## config.mk

```make
export PLATFORM = sky130hd
export DESIGN_NAME = multicycle_control_unit_flat
export DESIGN_NICKNAME = d
export VERILOG_FILES = /design/src/rtl/multicycle_control_unit_pkg.sv /design/src/rtl/multicycle_control_unit_if.sv /design/src/rtl/multicycle_control_unit_alu_op_decoder.sv /design/src/rtl/multicycle_control_unit.sv /design/src/flat_wrapper.sv
export SDC_FILE = /design/constraint.sdc
export NUM_CORES = 1
export LEC_CHECK = 0
export CAP_MARGIN = 20
export CORE_MARGIN = 2
export CORE_UTILIZATION = 35
export DETAILED_ROUTE_END_ITERATION = 8
export PLACE_DENSITY = 0.67
export SLEW_MARGIN = 20
export SYNTH_ARGS = -nofsm -noshare
export SYNTH_HDL_FRONTEND = slang
export SYNTH_SLANG_ARGS = --single-unit
```

## constraint.sdc

```tcl
create_clock -name clk -period 2.21 [get_ports clk]
set_clock_uncertainty 0.15 [all_clocks]
set_input_delay 0.221 -clock clk [delete_from_list [all_inputs] [get_ports clk]]
set_output_delay 0.221 -clock clk [all_outputs]
set_load 0.1 [all_outputs]
```

## src/rtl/multicycle_control_unit_pkg.sv

```systemverilog
// Shared definitions for the multi-cycle control unit and the ALU it drives:
// ALU operation codes, RV32I opcodes, FSM state codes and mux select codes.
package multicycle_control_unit_pkg;

   typedef enum logic [3:0] {
      ALU_ADD  = 4'b0000,
      ALU_SUB  = 4'b0001,
      ALU_LUI  = 4'b0010,
      ALU_OR   = 4'b0011,
      ALU_SLL  = 4'b0100,
      ALU_SRL  = 4'b0101,
      ALU_AND  = 4'b0110,
      ALU_XOR  = 4'b0111,
      ALU_BEQ  = 4'b1000,
      ALU_BNE  = 4'b1001,
      ALU_BLT  = 4'b1010,
      ALU_SW   = 4'b1011,
      ALU_LW   = 4'b1100,
      ALU_JAL  = 4'b1101,
      ALU_JALR = 4'b1110
   } alu_op_t;

   typedef enum logic [2:0] {
      ST_FETCH   = 3'd0,
      ST_DECODE  = 3'd1,
      ST_EXECUTE = 3'd2,
      ST_MEM     = 3'd3,
      ST_WB      = 3'd4,
      ST_ILLEGAL = 3'd7
   } state_t;

   localparam logic [6:0] OPC_RTYPE  = 7'b0110011;
   localparam logic [6:0] OPC_IALU   = 7'b0010011;
   localparam logic [6:0] OPC_LUI    = 7'b0110111;
   localparam logic [6:0] OPC_LOAD   = 7'b0000011;
   localparam logic [6:0] OPC_STORE  = 7'b0100011;
   localparam logic [6:0] OPC_BRANCH = 7'b1100011;
   localparam logic [6:0] OPC_JAL    = 7'b1101111;
   localparam logic [6:0] OPC_JALR   = 7'b1100111;

   localparam logic [1:0] SRC_A_PC     = 2'd0;
   localparam logic [1:0] SRC_A_RS1    = 2'd1;
   localparam logic [1:0] SRC_A_OLD_PC = 2'd2;

   localparam logic [1:0] SRC_B_RS2  = 2'd0;
   localparam logic [1:0] SRC_B_IMM  = 2'd1;
   localparam logic [1:0] SRC_B_FOUR = 2'd2;

   localparam logic PC_SRC_ALU    = 1'b0;
   localparam logic PC_SRC_ALUOUT = 1'b1;

   localparam logic [1:0] WB_SEL_ALUOUT = 2'd0;
   localparam logic [1:0] WB_SEL_MDR    = 2'd1;
   localparam logic [1:0] WB_SEL_PC     = 2'd2;

   // Loads are the only instructions that read memory after EXECUTE and
   // write the memory data register back.
   function automatic logic is_load(input logic [31:0] instr);
      return instr[6:0] == OPC_LOAD;
   endfunction

endpackage

```

## src/rtl/multicycle_control_unit_if.sv

```systemverilog
// Bundle between the control unit (master) and the datapath/memory/ALU side
// (slave). Signal suffixes are relative to the control unit.
interface multicycle_control_unit_if #(
   parameter int RETIRE_CNT_WIDTH = 32
);
   logic [31:0]                 instr_i;
   logic                        mem_ready_i;
   logic                        alu_zero_i;
   logic [3:0]                  alu_op_o;
   logic [1:0]                  alu_src_a_o;
   logic [1:0]                  alu_src_b_o;
   logic                        pc_write_o;
   logic                        pc_src_o;
   logic                        ir_write_o;
   logic                        iord_o;
   logic                        mem_read_o;
   logic                        mem_write_o;
   logic                        reg_write_o;
   logic [1:0]                  wb_sel_o;
   logic                        illegal_o;
   logic [2:0]                  state_o;
   logic [RETIRE_CNT_WIDTH-1:0] retired_o;

   modport master (
      input  instr_i, mem_ready_i, alu_zero_i,
      output alu_op_o, alu_src_a_o, alu_src_b_o, pc_write_o, pc_src_o,
             ir_write_o, iord_o, mem_read_o, mem_write_o, reg_write_o,
             wb_sel_o, illegal_o, state_o, retired_o
   );

   modport slave (
      output instr_i, mem_ready_i, alu_zero_i,
      input  alu_op_o, alu_src_a_o, alu_src_b_o, pc_write_o, pc_src_o,
             ir_write_o, iord_o, mem_read_o, mem_write_o, reg_write_o,
             wb_sel_o, illegal_o, state_o, retired_o
   );
endinterface

```

## src/rtl/multicycle_control_unit_alu_op_decoder.sv

```systemverilog
// Combinational instruction-field decoder: maps opcode/funct3/funct7 to the
// ALU operation and flags unknown opcodes and unsupported funct encodings.
module alu_op_decoder
   import multicycle_control_unit_pkg::*;
(
   input  logic [6:0] opcode,
   input  logic [2:0] funct3,
   input  logic [6:0] funct7,
   output alu_op_t    alu_op,
   output logic       bad_opcode,
   output logic       bad_funct
);

   // Opcode-class decode; anything not recognised defaults to ADD and is flagged.
   always_comb begin
      alu_op     = ALU_ADD;
      bad_opcode = 1'b0;
      bad_funct  = 1'b0;
      case (opcode)
         OPC_RTYPE, OPC_IALU: begin
            case (funct3)
               3'b000:  alu_op = (opcode == OPC_RTYPE && funct7[5]) ? ALU_SUB : ALU_ADD;
               3'b001:  alu_op = ALU_SLL;
               3'b100:  alu_op = ALU_XOR;
               3'b101:  alu_op = ALU_SRL;
               3'b110:  alu_op = ALU_OR;
               3'b111:  alu_op = ALU_AND;
               default: bad_funct = 1'b1;
            endcase
            if (opcode == OPC_RTYPE) begin
               if (funct7 != 7'b0000000 && !(funct3 == 3'b000 && funct7 == 7'b0100000))
                  bad_funct = 1'b1;
            end else if (funct3 == 3'b101 && funct7 != 7'b0000000) begin
               bad_funct = 1'b1;
            end
         end
         OPC_LUI: alu_op = ALU_LUI;
         OPC_LOAD: begin
            alu_op = ALU_LW;
            if (funct3 != 3'b010) bad_funct = 1'b1;
         end
         OPC_STORE: begin
            alu_op = ALU_SW;
            if (funct3 != 3'b010) bad_funct = 1'b1;
         end
         OPC_BRANCH: begin
            case (funct3)
               3'b000:  alu_op = ALU_BEQ;
               3'b001:  alu_op = ALU_BNE;
               3'b100:  alu_op = ALU_BLT;
               default: bad_funct = 1'b1;
            endcase
         end
         OPC_JAL:  alu_op = ALU_JAL;
         OPC_JALR: alu_op = ALU_JALR;
         default:  bad_opcode = 1'b1;
      endcase
   end

endmodule

```

## src/rtl/multicycle_control_unit.sv

```systemverilog
// Multi-cycle RV32I control FSM: sequences FETCH/DECODE/EXECUTE/MEM/WB,
// drives the ALU and datapath mux controls and counts retired instructions.
module multicycle_control_unit
   import multicycle_control_unit_pkg::*;
#(
   parameter int RETIRE_CNT_WIDTH = 32
) (
   input logic                        clk,
   input logic                        reset,
   multicycle_control_unit_if.master  bus
);

   state_t                      state;
   state_t                      state_n;
   logic                        retire;
   logic [RETIRE_CNT_WIDTH-1:0] retired_q;
   alu_op_t                     dec_op;
   logic                        dec_bad_opcode;
   logic                        dec_bad_funct;
   logic                        unused_instr_bits;

   // Register and immediate fields are consumed by the datapath, not here.
   assign unused_instr_bits = ^{bus.instr_i[24:15], bus.instr_i[11:7]};

   alu_op_decoder u_decoder (
      .opcode     (bus.instr_i[6:0]),
      .funct3     (bus.instr_i[14:12]),
      .funct7     (bus.instr_i[31:25]),
      .alu_op     (dec_op),
      .bad_opcode (dec_bad_opcode),
      .bad_funct  (dec_bad_funct)
   );

   // State register and retired-instruction counter (wraps naturally).
   always_ff @(posedge clk) begin
      if (reset) begin
         state     <= ST_FETCH;
         retired_q <= '0;
      end else begin
         state <= state_n;
         if (retire) retired_q <= retired_q + RETIRE_CNT_WIDTH'(1);
      end
   end

   // Next-state and control outputs; reset overrides every enable last.
   always_comb begin
      state_n         = state;
      retire          = 1'b0;
      bus.alu_op_o    = ALU_ADD;
      bus.alu_src_a_o = SRC_A_PC;
      bus.alu_src_b_o = SRC_B_RS2;
      bus.pc_write_o  = 1'b0;
      bus.pc_src_o    = PC_SRC_ALU;
      bus.ir_write_o  = 1'b0;
      bus.iord_o      = 1'b0;
      bus.mem_read_o  = 1'b0;
      bus.mem_write_o = 1'b0;
      bus.reg_write_o = 1'b0;
      bus.wb_sel_o    = WB_SEL_ALUOUT;
      case (state)
         ST_FETCH: begin
            bus.mem_read_o  = 1'b1;
            bus.alu_src_b_o = SRC_B_FOUR;
            bus.ir_write_o  = bus.mem_ready_i;
            bus.pc_write_o  = bus.mem_ready_i;
            if (bus.mem_ready_i) state_n = ST_DECODE;
         end
         ST_DECODE: begin
            bus.alu_src_a_o = SRC_A_OLD_PC;
            bus.alu_src_b_o = SRC_B_IMM;
            state_n = dec_bad_opcode ? ST_ILLEGAL : ST_EXECUTE;
         end
         ST_EXECUTE: begin
            if (dec_bad_opcode || dec_bad_funct) begin
               state_n = ST_ILLEGAL;
            end else begin
               bus.alu_op_o = dec_op;
               case (bus.instr_i[6:0])
                  OPC_RTYPE: begin
                     bus.alu_src_a_o = SRC_A_RS1;
                     state_n = ST_WB;
                  end
                  OPC_IALU: begin
                     bus.alu_src_a_o = SRC_A_RS1;
                     bus.alu_src_b_o = SRC_B_IMM;
                     state_n = ST_WB;
                  end
                  OPC_LUI: begin
                     bus.alu_src_b_o = SRC_B_IMM;
                     state_n = ST_WB;
                  end
                  OPC_LOAD, OPC_STORE: begin
                     bus.alu_src_a_o = SRC_A_RS1;
                     bus.alu_src_b_o = SRC_B_IMM;
                     state_n = ST_MEM;
                  end
                  OPC_BRANCH: begin
                     bus.alu_src_a_o = SRC_A_RS1;
                     bus.pc_write_o  = bus.alu_zero_i;
                     bus.pc_src_o    = PC_SRC_ALUOUT;
                     retire  = 1'b1;
                     state_n = ST_FETCH;
                  end
                  OPC_JAL: begin
                     bus.pc_write_o  = 1'b1;
                     bus.pc_src_o    = PC_SRC_ALUOUT;
                     bus.reg_write_o = 1'b1;
                     bus.wb_sel_o    = WB_SEL_PC;
                     retire  = 1'b1;
                     state_n = ST_FETCH;
                  end
                  OPC_JALR: begin
                     bus.alu_src_a_o = SRC_A_RS1;
                     bus.alu_src_b_o = SRC_B_IMM;
                     bus.pc_write_o  = 1'b1;
                     bus.reg_write_o = 1'b1;
                     bus.wb_sel_o    = WB_SEL_PC;
                     retire  = 1'b1;
                     state_n = ST_FETCH;
                  end
                  default: state_n = ST_ILLEGAL;
               endcase
            end
         end
         ST_MEM: begin
            bus.iord_o      = 1'b1;
            bus.mem_read_o  = is_load(bus.instr_i);
            bus.mem_write_o = !is_load(bus.instr_i);
            if (bus.mem_ready_i) begin
               if (is_load(bus.instr_i)) begin
                  state_n = ST_WB;
               end else begin
                  retire  = 1'b1;
                  state_n = ST_FETCH;
               end
            end
         end
         ST_WB: begin
            bus.reg_write_o = 1'b1;
            bus.wb_sel_o    = is_load(bus.instr_i) ? WB_SEL_MDR : WB_SEL_ALUOUT;
            retire  = 1'b1;
            state_n = ST_FETCH;
         end
         ST_ILLEGAL: state_n = ST_ILLEGAL;
         default:    state_n = ST_FETCH;
      endcase
      if (reset) begin
         retire          = 1'b0;
         bus.pc_write_o  = 1'b0;
         bus.ir_write_o  = 1'b0;
         bus.mem_read_o  = 1'b0;
         bus.mem_write_o = 1'b0;
         bus.reg_write_o = 1'b0;
      end
   end

   assign bus.illegal_o = (state == ST_ILLEGAL);
   assign bus.state_o   = state;
   assign bus.retired_o = retired_q;

endmodule

```

## src/flat_wrapper.sv

```systemverilog
// flat-port wrapper written by rule: the top's interface ports become plain ports
module multicycle_control_unit_flat import multicycle_control_unit_pkg::*;
#(
   parameter int RETIRE_CNT_WIDTH = 32
)
  (clk, reset, bus_instr_i, bus_mem_ready_i, bus_alu_zero_i, bus_alu_op_o, bus_alu_src_a_o, bus_alu_src_b_o, bus_pc_write_o, bus_pc_src_o, bus_ir_write_o, bus_iord_o, bus_mem_read_o, bus_mem_write_o, bus_reg_write_o, bus_wb_sel_o, bus_illegal_o, bus_state_o, bus_retired_o);
  multicycle_control_unit_if #(.RETIRE_CNT_WIDTH(RETIRE_CNT_WIDTH)) bus_i ();
  input logic clk;
  input logic reset;
  input wire logic [$bits(bus_i.instr_i)-1:0] bus_instr_i;
  input wire logic [$bits(bus_i.mem_ready_i)-1:0] bus_mem_ready_i;
  input wire logic [$bits(bus_i.alu_zero_i)-1:0] bus_alu_zero_i;
  output wire logic [$bits(bus_i.alu_op_o)-1:0] bus_alu_op_o;
  output wire logic [$bits(bus_i.alu_src_a_o)-1:0] bus_alu_src_a_o;
  output wire logic [$bits(bus_i.alu_src_b_o)-1:0] bus_alu_src_b_o;
  output wire logic [$bits(bus_i.pc_write_o)-1:0] bus_pc_write_o;
  output wire logic [$bits(bus_i.pc_src_o)-1:0] bus_pc_src_o;
  output wire logic [$bits(bus_i.ir_write_o)-1:0] bus_ir_write_o;
  output wire logic [$bits(bus_i.iord_o)-1:0] bus_iord_o;
  output wire logic [$bits(bus_i.mem_read_o)-1:0] bus_mem_read_o;
  output wire logic [$bits(bus_i.mem_write_o)-1:0] bus_mem_write_o;
  output wire logic [$bits(bus_i.reg_write_o)-1:0] bus_reg_write_o;
  output wire logic [$bits(bus_i.wb_sel_o)-1:0] bus_wb_sel_o;
  output wire logic [$bits(bus_i.illegal_o)-1:0] bus_illegal_o;
  output wire logic [$bits(bus_i.state_o)-1:0] bus_state_o;
  output wire logic [$bits(bus_i.retired_o)-1:0] bus_retired_o;
  assign bus_i.instr_i = bus_instr_i;
  assign bus_i.mem_ready_i = bus_mem_ready_i;
  assign bus_i.alu_zero_i = bus_alu_zero_i;
  assign bus_alu_op_o = bus_i.alu_op_o;
  assign bus_alu_src_a_o = bus_i.alu_src_a_o;
  assign bus_alu_src_b_o = bus_i.alu_src_b_o;
  assign bus_pc_write_o = bus_i.pc_write_o;
  assign bus_pc_src_o = bus_i.pc_src_o;
  assign bus_ir_write_o = bus_i.ir_write_o;
  assign bus_iord_o = bus_i.iord_o;
  assign bus_mem_read_o = bus_i.mem_read_o;
  assign bus_mem_write_o = bus_i.mem_write_o;
  assign bus_reg_write_o = bus_i.reg_write_o;
  assign bus_wb_sel_o = bus_i.wb_sel_o;
  assign bus_illegal_o = bus_i.illegal_o;
  assign bus_state_o = bus_i.state_o;
  assign bus_retired_o = bus_i.retired_o;
  multicycle_control_unit #(.RETIRE_CNT_WIDTH(RETIRE_CNT_WIDTH)) u_core (.clk(clk), .reset(reset), .bus(bus_i));
endmodule
```

; ---- Yosys cells after proc, flatten, opt, wreduce, memory -nomap -nowiden
; Cells that the tools add are included.
[word_totals]
regBits = 35
input_bits = 36
output_inout_bits = 53
wordCells = 102
[classes]
n_addsub = 1
n_eq_ne = 22
muxes = 55
reduce_logical = 22
[op_table]
columns = op, n
row1 = "32-bit by 1-bit adder with 32-bit output, second input constant", 1
row2 = 1-bit two-way mux, 30
row3 = "7-bit by 6-bit == test with 1-bit output, second input constant", 4
row4 = 4-bit case mux with 7 select lines, 1
row5 = "7-bit == test, second input constant", 3
row6 = "3-bit == test, second input constant", 6
row7 = 3-bit case mux with 6 select lines, 1
row8 = 3-bit two-way mux, 5
row9 = 3-bit case mux with 5 select lines, 1
row10 = 4-bit case mux with 3 select lines, 1
row11 = 6-bit OR reduction, 2
row12 = 3-bit case mux with 3 select lines, 1
row13 = 3-bit OR reduction, 3
row14 = 2-bit two-way mux, 4
row15 = 4-bit two-way mux, 2
row16 = 1-bit case mux with 2 select lines, 4
row17 = 2-bit case mux with 2 select lines, 2
row18 = 2-bit OR reduction, 4
row19 = 8-bit OR reduction, 1
row20 = "7-bit by 2-bit == test with 1-bit output, second input constant", 1
row21 = "7-bit by 5-bit == test with 1-bit output, second input constant", 1
row22 = 7-bit nonzero test, 1
row23 = "3-bit by 1-bit == test with 1-bit output, second input constant", 2
row24 = "3-bit by 2-bit == test with 1-bit output, second input constant", 2
row25 = 10 further kinds, 17

; ---- Longest topological paths before layout
; Gate-level depths: netlist (run 1).
[depth]
depth_word = 11
depth_mapped = 9
mapped_depth_nobuf = 6

; ---- Modules after synthesis
; Synthesis (run 1) repeated with hierarchy kept, for this count alone.
[hier_totals]
cells_unflattened = 322
hier_area_um2 = 2507.4
[by_module_without_submodules]
columns = mod, n_inst, cells_per_inst, area_each_um2, seq_area_each_um2
row1 = multicycle_control_unit, 1, 269, 2173.3, 700.7
row2 = alu_op_decoder, 1, 53, 334.1, 0.0

; ---- Worst setup path after synthesis (run 1)
; No wires, ideal clock.
[synth_timing]
kind = register to output
startpoint = register u_core.state[0], in the netlist u_core.bus.state_o[0]
endpoint = output port bus_mem_read_o
t_arrival_ps = 4594
required_ps = 1839
setup_slack_ps = -2755
path_stages_with_launch = 5
path_buffers = 1
cell_sequence = dfxtp_1 -> clkbuf_1 -> nor3_1 -> a21oi_1 -> nor2_1
[synth_via]
elab_chain_len = 3
elab_cells_between_ends = 4
classes_between = eq/ne (1) / mux (2) / reduce/logical (1)
[synth_lines]
columns = element, line_no
row1 = start: declaration, multicycle_control_unit.sv:13  ; state_t state;
row2 = start signal: assignment, multicycle_control_unit.sv:40  ; state <= state_n;
row3 = 3-bit by 2-bit == test with 1-bit output / 3-bit logical NOT (equally long branches), multicycle_control_unit.sv:60  ; case (state)
row4 = 1-bit case mux with 2 select lines (*), multicycle_control_unit.sv:60
row5 = 1-bit two-way mux (*), multicycle_control_unit.sv:147  ; if (reset) begin
row6 = end: declaration, flat_wrapper.sv:20  ; output wire logic [$bits(bus_i.mem_read_o)-1:0] bus_mem_read_o;
; Mark *: on every way between the ends. The rest lies on a longest branch, timed or not.

; ---- Final worst setup path (run 1)
[layout_timing]
startpoint = input port bus_instr_i[6]
endpoint = output port bus_pc_write_o
[layout_via]
elab_chain_len = 7
elab_cells_between_ends = 20
classes_between = eq/ne (8) / mux (7) / reduce/logical (5)
[layout_lines]
columns = element, line_no
row1 = start: declaration, flat_wrapper.sv:10  ; input wire logic [$bits(bus_i.instr_i)-1:0] bus_instr_i;
row2 = "7-bit by 6-bit == test with 1-bit output, or another cell as far along", "multicycle_control_unit_alu_op_decoder.sv:19, multicycle_control_unit_alu_op_decoder.sv:30"
row3 = "8-bit OR reduction (no source line), or another cell as far along", -
row4 = 1-bit two-way mux / 1-bit case mux with 3 select lines (equally long branches), multicycle_control_unit_alu_op_decoder.sv:19  ; case (opcode)
row5 = 1-bit logical OR, multicycle_control_unit.sv:74  ; if (dec_bad_opcode || dec_bad_funct) begin
row6 = 1-bit two-way mux (*), multicycle_control_unit.sv:74
row7 = 1-bit case mux with 2 select lines (*), multicycle_control_unit.sv:60
row8 = 1-bit two-way mux (*), multicycle_control_unit.sv:147
row9 = end: declaration, flat_wrapper.sv:16  ; output wire logic [$bits(bus_i.pc_write_o)-1:0] bus_pc_write_o;
; Marked as above.

==> results of run 1 <==
-- layer usage --
metal / track usage, % / wire length (um) / vias up
met3: 3.905 / 373 / 14
met4: 4.830 / 128 / 0
li1: - / - / 1477
met5: 0 / 0 / -
met1: 28.03 / 3725 / 1406
met2: 35.03 / 3988 / 85
-- synth_stat cells, drive strengths merged (2+ instances only) --
cell	instances	area (sq um)
a21oi	47	239.0
dfxtp	35	700.7
nand2	26	100.1
nor2	18	75.07
o21ai	18	90.09
o31ai	16	120.1
or3	16	100.1
clkbuf	15	66.31
or4	15	112.6
nand3	14	75.07
inv	13	48.79
nor3	12	70.07
nand4	7	43.79
buf	6	45.04
and4	5	43.79
and3	4	25.02
nand2b	4	32.53
nor2b	4	25.02
nor4	4	25.02
a31oi	3	18.77
o211ai	3	27.52
or2	3	18.77
a211o	2	17.52
a31o	2	17.52
nand3b	2	15.01
o211a	2	27.53
o32ai	2	17.52
xnor2	2	17.52
-- cells by family after synthesis --
| kind of cell | after synthesis |
|---|---|
| xor gates and xnor gates | 3 |
| buffers and inverters | 34 |
| adders and majority gates | 1 |
| and+or+nand+nor | 140 |
| DFF | 35 |
| AOI/OAI and AO/OA | 105 |
-- registers in the layout, indices dropped and copies added, names as in the netlist --
| signal | cells |
|---|---|
| u_core.bus.retired_o | 32 |
| u_core.bus.state_o | 3 |
-- stage by stage --
step	setup TNS (ns)	utilization (%)
CTS	-1.212	61.99
finish	-0.5680	64.25
global placement	-20.63	58.04
floorplan	-7.103	-
global route	-1.289	64.25
detailed placement	-22.62	58.04
-- how the worst max path moves through the flow --
stage	from	endpoint	slack, ns	cells past startpoint
after floorplan	bus_instr_i[2]	bus_alu_src_b_o[0]	-0.54	8
after detailed placement	bus_instr_i[4]	bus_pc_write_o	-0.60	9
after global placement	bus_instr_i[4]	bus_pc_write_o	-0.58	9
after global routing	bus_instr_i[6]	bus_pc_write_o	-0.16	8
after CTS	bus_instr_i[3]	bus_pc_write_o	-0.17	9
final	bus_instr_i[6]	bus_pc_write_o	-0.11	8
-- power by group --
group	switching (mW)	total [mW]	internal, mW
Sequential	0.0611	0.717	0.656
Combinational	1.03	1.55	0.523
Clock	0.238	0.458	0.220
Total	1.33	2.73	1.40
-- layout by cell type, fill, tap and decap left out, types with 4 or more instances in the layout --
master,n
nand2_1,21
buf_2,8
nor2_1,9
buf_6,9
o31ai_1,15
nor3_1,7
nand3_1,13
o21ai_0,17
clkbuf_8,5
dfxtp_4,19
and4_1,4
buf_12,18
a21oi_4,5
dfxtp_2,14
or3_1,13
and3_1,4
a21oi_1,34
inv_1,11
or4_4,5
nand4_1,7
a21oi_2,8
buf_4,103
nor2_4,6
or4_1,10
-- repair_timing --
action / CTS / global route
pin swaps: 18 / 20
cloned: 1 / 1
setup buffers: 10 / 3
setup endpoints to repair: 46 / 27
resized for setup: 83 / 27
-- area by class of cell --
class	instances	area [sq um]
clock buffer	6	72.57
clock inverter	2	12.51
fill	571	2402
inverter	13	52.55
multi-input combinational	249	1871
sequential	35	789.5
tap	80	100.1
timing repair buffer	148	1419
==> key figures, run 1 <==
Synthesis
  • Syn_area_per_cell: 7.539 sq um
  • Synth unique cells: 58
  • Sequential fraction of the synthesis area: 29.23%
  • Post-synth EDFFs: 0
  • Asr flop ratio synth: 0%
  • Post-synthesis compound-gate area fraction: 28.55%
  • Synth Warn #: 0
  • Syn Std Cell Area: 2397 sq um
  • Simple-Gate Fraction of Synth Area: 33.92%
  • Adder-Cell Fraction of Synth Area: 0.5219%
  • #FFs+latches synth: 35
  • Commonest register cell after synthesis: dfxtp_1
  • Xor and xnor area share after synthesis: 1.096%
  • Mux cell area share after synthesis: 0%
  • Net count after synthesis: 355
  • Post-Syn Instances: 318
  • Largest family of logic cells by synthesized area: simple AND/OR/NAND/NOR gates

Setup path
  • Family with the most delay on the worst path: simple AND/OR/NAND/NOR gates
  • WS Path Type: in -> out
  • Worst Path Arrival: 1.95 ns
  • Crit-path max FO: 5
  • WP buf/inv: 3
  • R2R setup slack: 0 ns
  • Critical Path Start Type: input port
  • Worst R2R Path Depth: 6
  • CP Capture Type: primary output
  • Crit path required time: 1.84 ns
  • Capturing point of the worst reg2reg path: u_core.bus.retired_o[31]$_SDFFE_PP0P_
  • CP max stage cell: or3b_4
  • Largest stage delay on the critical path: 0.40 ns
  • Crit-path cells: buf_8, or3b_4, a21oi_4, o211ai_2, or3_4, buf_6, o31ai_4, buf_12
  • Worst reg2reg path startpoint: u_core.bus.retired_o[21]$_SDFFE_PP0P_

Floorplanning
  • Die width: 86.76 um
  • Io pins: 89
  • Core area: 6719 sq um
  • Row cnt: 30
  • Height of the chip: 86.76 um
  • Initial core utilization: 35.68%
  • DIE AREA: 7527 sq um

GRT
  • First-pass GRT wire length: 12820 um
  • Vias in the first global route: 2747
  • GRT Total Usage: 20.95%
  • Largest net degree at the start of global routing: 35
  • Overflow after GRT: 0
  • Initial antenna violation count: 0

Layout
  • # diodes: 0
  • Synthesis-to-finish area growth: 80.06%
  • Final Non-Filler Cells: 533
  • Share of cells above drive strength 1: 54.75%
  • Final instance area: 4317 sq um
  • Fin nets: 489

Routing
  • 1st-iter DRT viols: 116
  • Via/cell ratio: 5.595
  • Remaining DRCs: 0
  • Number of detailed-route iterations in the first pass: 4
  • ANT nets after route: 0
  • Final WL: 8216 um
  • DR WL/cell: 15.41 um
  • Routed vias: 2982

Timing
  • Final period utilization: 104.9%
  • Hold Fails Final Rpt: 0
  • Slew headroom: 57.18%
  • Final hold slack: 0.2183 ns
  • Time the worst path needs with I/O delays and setup: 2.319 ns
  • Max-slew violations: 0
  • Setup violators final: 10
  • Actual slew at the worst max-slew pin: 0.6385 ns
  • RSZ-0062 raised after global routing: true
  • Fmax: 431.3 MHz
  • Setup WS post-layout: -0.1087 ns

CTS
  • CTS root buf: clkbuf_8
  • Clock Path Buffers: 2
  • Clock sink count: 35
  • Clock Latency Late Sink: 0.29 ns
  • Clock H-tree levels: 2
  • Num CTS Buffers: 5
  • CTS Hold Buffers Added: 0
  • Clock tree from TritonCTS: yes
  • Clock-pin transition on the worst setup and hold timing paths: 0.07 ns

Hold path
  • Hold EP: u_core.bus.state_o[2]$_SDFFE_PP0P_
  • Class of the worst hold path: in -> reg
  • Hold Path Cell Cnt: 2
  • Hold wc startpoint: reset

Status
  • Status: complete, but fails checks
  • Failing checks: setup timing

Run
  • Max-cap violation count: 0

Power and ir drop
  • Static Leak: 1.581 nW
  • Total power: 2.729 mW
  • VDD IR-drop max: 0.3002 mV
  • Pwr/cell area: 632.3 nW/um^2

Placement
  • Placement Cell Area: 3900 sq um
  • Post-DP HPWL: 5740 um
  • Post-Place Setup Slack: -0.5970 ns
  • Inst Count DP: 512
  • Routability cong.: 0.9115
  • Buffers on Ports: 73
No activity file was read; power rests on OpenSTA's default activity.
==> inputs of run 2 (changes only) <==
Settings changed: CORE_UTILIZATION 35 to 41, CTS_CLUSTER_DIAMETER set to 150, PLACE_DENSITY 0.67 to 0.77.
==> key figures, run 2 (synthesized netlist as in run 1, its figures left out) <==
Setup path
  • Critical Path Start Type: input port
  • Worst Path Arrival: 2.05 ns
  • Crit-path max FO: 4
  • Crit-path cells: dlygate4sd2_1, nor4_2, nand3_2, o2111a_1, or3_4, buf_6, o31ai_4, buf_12
  • WS Path Type: in -> out
  • Largest stage delay on the critical path: 0.45 ns
  • CP Capture Type: primary output
  • WP buf/inv: 3
  • Family with the most delay on the worst path: simple AND/OR/NAND/NOR gates
  • CP max stage cell: or3_4
  • Crit path required time: 1.84 ns

Layout
  • Synthesis-to-finish area growth: 77.66%
  • Commonest non-fill, non-tap cell in the layout: buf_4
  • Final instance area: 4259 sq um
  • Core Util, Final: 76.41%
  • Fin nets: 487
  • Number of flip-flops in the largest register: 32
  • # diodes: 0
  • Most frequent cells in the layout: 98 x buf_4, 40 x a21oi_1, 21 x nand2_1, 20 x buf_12, 19 x dfxtp_4
  • Share of cells above drive strength 1: 51.22%

GRT
  • First-pass GRT wire length: 13250 um
  • Initial antenna violation count: 0
  • Overflow after GRT: 0
  • Vias in the first global route: 2832
  • GRT Total Usage: 25.68%
  • Largest net degree at the start of global routing: 33

Timing
  • Actual slew at the worst max-slew pin: 0.5985 ns
  • Max-slew violations: 0
  • Final period utilization: 109.4%
  • Slew headroom: 59.86%
  • Time the worst path needs with I/O delays and setup: 2.418 ns
  • RSZ-0062 raised after global routing: true
  • Hold Fails Final Rpt: 0
  • Setup violators final: 9
  • Setup WS post-layout: -0.2084 ns
  • Setup TNS Final: -1.409 ns
  • Fmax: 413.5 MHz

Floorplanning
  • Row cnt: 27
  • Initial core utilization: 43.01%
  • Core area: 5574 sq um
  • Io pins: 89
  • DIE AREA: 6475 sq um
  • Height of the chip: 80.47 um
  • Die width: 80.47 um

CTS
  • Clock H-tree levels: 2
  • Clock Path Buffers: 2
  • CTS root buf: clkbuf_8
  • Clock sink count: 35
  • Clock-pin transition on the worst setup and hold timing paths: 0.06 ns
  • Num CTS Buffers: 5
  • Clock tree from TritonCTS: yes
  • Clock Latency Late Sink: 0.29 ns

Placement
  • Post-DP HPWL: 5827 um
  • Placement Cell Area: 3870 sq um
  • Routability cong.: 0.9101
  • Buffers on Ports: 73
  • Post-Place Setup Slack: -0.6514 ns

Routing
  • Final WL: 8537 um
  • ANT nets after route: 0
  • 1st-iter DRT viols: 227
  • DR WL/cell: 16.32 um
  • Via/cell ratio: 5.866
  • Remaining DRCs: 0
  • Number of detailed-route iterations in the first pass: 5
  • Routed vias: 3068

Status
  • Status: complete, but fails checks
  • Failing checks: setup timing

Run
  • Max-cap violation count: 0

Hold path
  • Class of the worst hold path: reg -> reg

Power and ir drop
  • VDD IR-drop max: 1.014 mV
  • Pwr/cell area: 675.7 nW/um^2
  • Total power: 2.878 mW
  • Static Leak: 1.595 nW
==> run 2: where the power goes <==
part | internal, mW | total (mW) | switching [mW] | leakage (nW)
combinational | 0.533 | 1.58 | 1.04 | 1.23
clock | 0.365 | 0.597 | 0.232 | 0.0612
sequential | 0.656 | 0.705 | 0.0492 | 0.305
==> run 2: layer usage <==
layer  routed length [um]  vias up  share of wire, %  GRT usage (%)
li1                     -     1474                 -              -
met1                 3407     1454                40          31.51
met2                 4396      123                51          44.75
met3                  583       17               6.8          4.944
met4                  150        0               1.8          8.644
met5                    0        -                 0              0
==> run 2: what timing repair did <==
action                                  CTS  global route
hold buffers                              0             0
pin swaps                                18            20
resized for setup                        60            34
cloned                                    0             1
endpoints found under the setup margin   45            23
buffers inserted                          8             7
==> run 2: path summary, 6_finish.rpt <==
path | from | end | slack [ns] | cells past startpoint
worst min register to register | u_core.bus.retired_o[1]$_SDFFE_PP0P_ | u_core.bus.retired_o[1]$_SDFFE_PP0P_ | 0.33 | 2
worst max register to register | u_core.bus.state_o[1]$_SDFFE_PP0P_ | u_core.bus.retired_o[31]$_SDFFE_PP0P_ | 0.08 | 8
worst min-delay path | u_core.bus.retired_o[1]$_SDFFE_PP0P_ | u_core.bus.retired_o[1]$_SDFFE_PP0P_ | 0.33 | 2
worst max-delay path | bus_instr_i[29] | bus_pc_write_o | -0.21 | 8
==> run 2: worst min-delay path, stage by stage, from the launching register on <==
cell     delay, ns
dfxtp_2       0.33
nand2_1       0.05
a21oi_1       0.05
==> run 2: layout make-up <==
| class | instances | area [sq um] |
|---|---|---|
| Multi-Input combinational cell | 249 | 1799 |
| Clock inverter | 2 | 35.03 |
| Timing Repair Buffer | 146 | 1410 |
| Fill cell | 375 | 1315 |
| Sequential cell | 35 | 789.5 |
| Clock buffer | 6 | 82.58 |
| Inverter | 13 | 52.55 |
| Tap cell | 72 | 90.09 |
==> run 2: per-stage QoR <==
step,std cells,hold WS [ns]
after global placement,499,0.3087
after detailed placement,499,0.3210
final,523,0.3306
after global routing,523,0.3648
after CTS,515,0.3305
after floorplan,318,0.2577
==> inputs of run 3 (changes only) <==
--- a/constraint.sdc
+++ b/constraint.sdc
@@ -4,2 +4,2 @@
 set_output_delay 0.221 -clock clk [all_outputs]
-set_load 0.1 [all_outputs]
+set_load 0.02 [all_outputs]
==> key figures, run 3 (synthesized netlist as in run 1, its figures left out) <==
CTS
  • CTS Hold Buffers Added: 0
  • Clock tree from TritonCTS: yes
  • Clock H-tree levels: 2
  • Clock sink count: 35
  • CTS root buf: clkbuf_8
  • Num CTS Buffers: 5
  • Clock-pin transition on the worst setup and hold timing paths: 0.07 ns
  • Clock Latency Late Sink: 0.29 ns
  • Clock Path Buffers: 2

Power and ir drop
  • Total power: 2.342 mW
  • Static Leak: 1.505 nW
  • Pwr/cell area: 568.8 nW/um^2
  • VDD IR-drop max: 0.5092 mV

Timing
  • Setup TNS Final: -0.2454 ns
  • Setup WS post-layout: -0.05438 ns
  • Time the worst path needs with I/O delays and setup: 2.264 ns
  • Final period utilization: 102.5%
  • Actual slew at the worst max-slew pin: 0.4218 ns
  • RSZ-0062 raised after global routing: true
  • Max-slew violations: 0
  • Setup violators final: 10
  • Slew headroom: 71.71%
  • Hold Fails Final Rpt: 0
  • Fmax: 441.6 MHz

GRT
  • Initial antenna violation count: 0
  • Vias in the first global route: 2940
  • GRT Total Usage: 26.32%
  • Overflow after GRT: 0
  • First-pass GRT wire length: 13530 um
  • Largest net degree at the start of global routing: 35

Placement
  • Buffers on Ports: 73
  • Routability cong.: 0.8936
  • Post-DP HPWL: 5961 um

Setup path
  • Critical Path Start Type: input port
  • Worst Setup SP: bus_instr_i[13]
  • Crit path required time: 1.84 ns
  • Worst R2R Path Depth: 10
  • Setup crit end: bus_alu_op_o[0]
  • Worst Path Arrival: 1.89 ns
  • CP Capture Type: primary output
  • Worst reg2reg path startpoint: u_core.bus.state_o[2]$_SDFFE_PP0P_
  • Crit-path max FO: 7
  • Capturing point of the worst reg2reg path: u_core.bus.retired_o[11]$_SDFFE_PP0P_
  • R2R setup slack: -0.02 ns
  • WS Path Type: in -> out

Routing
  • Final WL: 8368 um
  • ANT nets after route: 0
  • Routed vias: 3073
  • DR WL/cell: 15.73 um
  • Remaining DRCs: 0
  • Via/cell ratio: 5.776
  • Number of detailed-route iterations in the first pass: 5
  • 1st-iter DRT viols: 240

Floorplanning
  • Die width: 80.47 um
  • Core area: 5574 sq um
  • DIE AREA: 6475 sq um
  • Height of the chip: 80.47 um
  • Io pins: 89
  • Row cnt: 27
  • Initial core utilization: 43.01%

Hold path
  • Class of the worst hold path: reg -> reg

Status
  • Failing checks: setup timing
  • Status: complete, but fails checks

Layout
  • Commonest non-fill, non-tap cell in the layout: buf_4
  • Most frequent cells in the layout: 76 x buf_4, 41 x clkdlybuf4s50_1, 33 x a21oi_1, 27 x dfxtp_1, 24 x nand2_1
  • Fin nets: 496
  • Synthesis-to-finish area growth: 71.76%
  • # diodes: 0
  • Number of flip-flops in the largest register: 32
  • Share of cells above drive strength 1: 38.48%

Run
  • Max-cap violation count: 0
-- run 3: power by group --
group	internal (mW)	switching [mW]	leakage [nW]
Combinational	0.467	0.487	1.15
Sequential	0.662	0.0301	0.286
Clock	0.451	0.245	0.0654
-- run 3: how the worst min path moves through the flow --
| stage | start | endpoint | slack (ns) | cells past startpoint |
|---|---|---|---|---|
| 2_1_floorplan | bus_mem_ready_i | u_core.bus.state_o[1]$_SDFFE_PP0P_ | 0.27 | 3 |
| 3_3_place_gp | u_core.bus.retired_o[29]$_SDFFE_PP0P_ | u_core.bus.retired_o[29]$_SDFFE_PP0P_ | 0.33 | 2 |
| 3_5_place_dp | u_core.bus.retired_o[1]$_SDFFE_PP0P_ | u_core.bus.retired_o[1]$_SDFFE_PP0P_ | 0.34 | 2 |
| 4_1_cts | u_core.bus.retired_o[31]$_SDFFE_PP0P_ | u_core.bus.retired_o[31]$_SDFFE_PP0P_ | 0.35 | 2 |
| 5_1_grt | u_core.bus.retired_o[31]$_SDFFE_PP0P_ | u_core.bus.retired_o[31]$_SDFFE_PP0P_ | 0.39 | 2 |
| 6_report | u_core.bus.retired_o[1]$_SDFFE_PP0P_ | u_core.bus.retired_o[1]$_SDFFE_PP0P_ | 0.36 | 2 |
-- run 3: metal layers --
metal	GRT usage, %	wire length, um	up-vias
met3	4.382	496	16
met5	0	0	-
met1	32.60	3414	1443
met4	8.644	178	0
met2	46.08	4280	130
li1	-	-	1484
-- run 3: stage by stage --
step / worst slack [ns] / util [%] / instance area [sq um] / hold slack (ns) / cells
5_1_grt: -0.1060 / 73.87 / 4118 / 0.3944 / 532
3_5_place_dp: -1.044 / 67.43 / 3759 / 0.3364 / 515
4_1_cts: -0.07941 / 71.63 / 3993 / 0.3507 / 529
3_3_place_gp: -1.002 / 67.43 / 3759 / 0.3278 / 515
6_report: -0.05438 / 73.87 / 4118 / 0.3593 / 532
2_1_floorplan: -0.03007 / - / 2464 / 0.2680 / 318
-- run 3: repair_timing --
item / in CTS / in global routing
buffers inserted: 6 / 3
gates resized for setup: 135 / 28
pin swaps: 15 / 18
endpoints found under the setup margin: 47 / 33
-- run 3: worst max-delay path, cell delays in order --
cell	delay (ns)
buf_6	0.10
buf_6	0.12
or2b_1	0.26
a21oi_4	0.19
o211ai_2	0.12
or3_4	0.43
buf_6	0.16
a31oi_2	0.13
buf_4	0.16
-- run 3: layout make-up --
class | count | area, sq um
multi-input cells | 249 | 1764
fillers | 440 | 1456
repair buffers | 155 | 1371
flip-flops and latches | 35 | 710.7
well taps | 72 | 90.09
clock buffers | 6 | 72.57
clock inverters | 2 | 60.06
inverters | 13 | 48.80
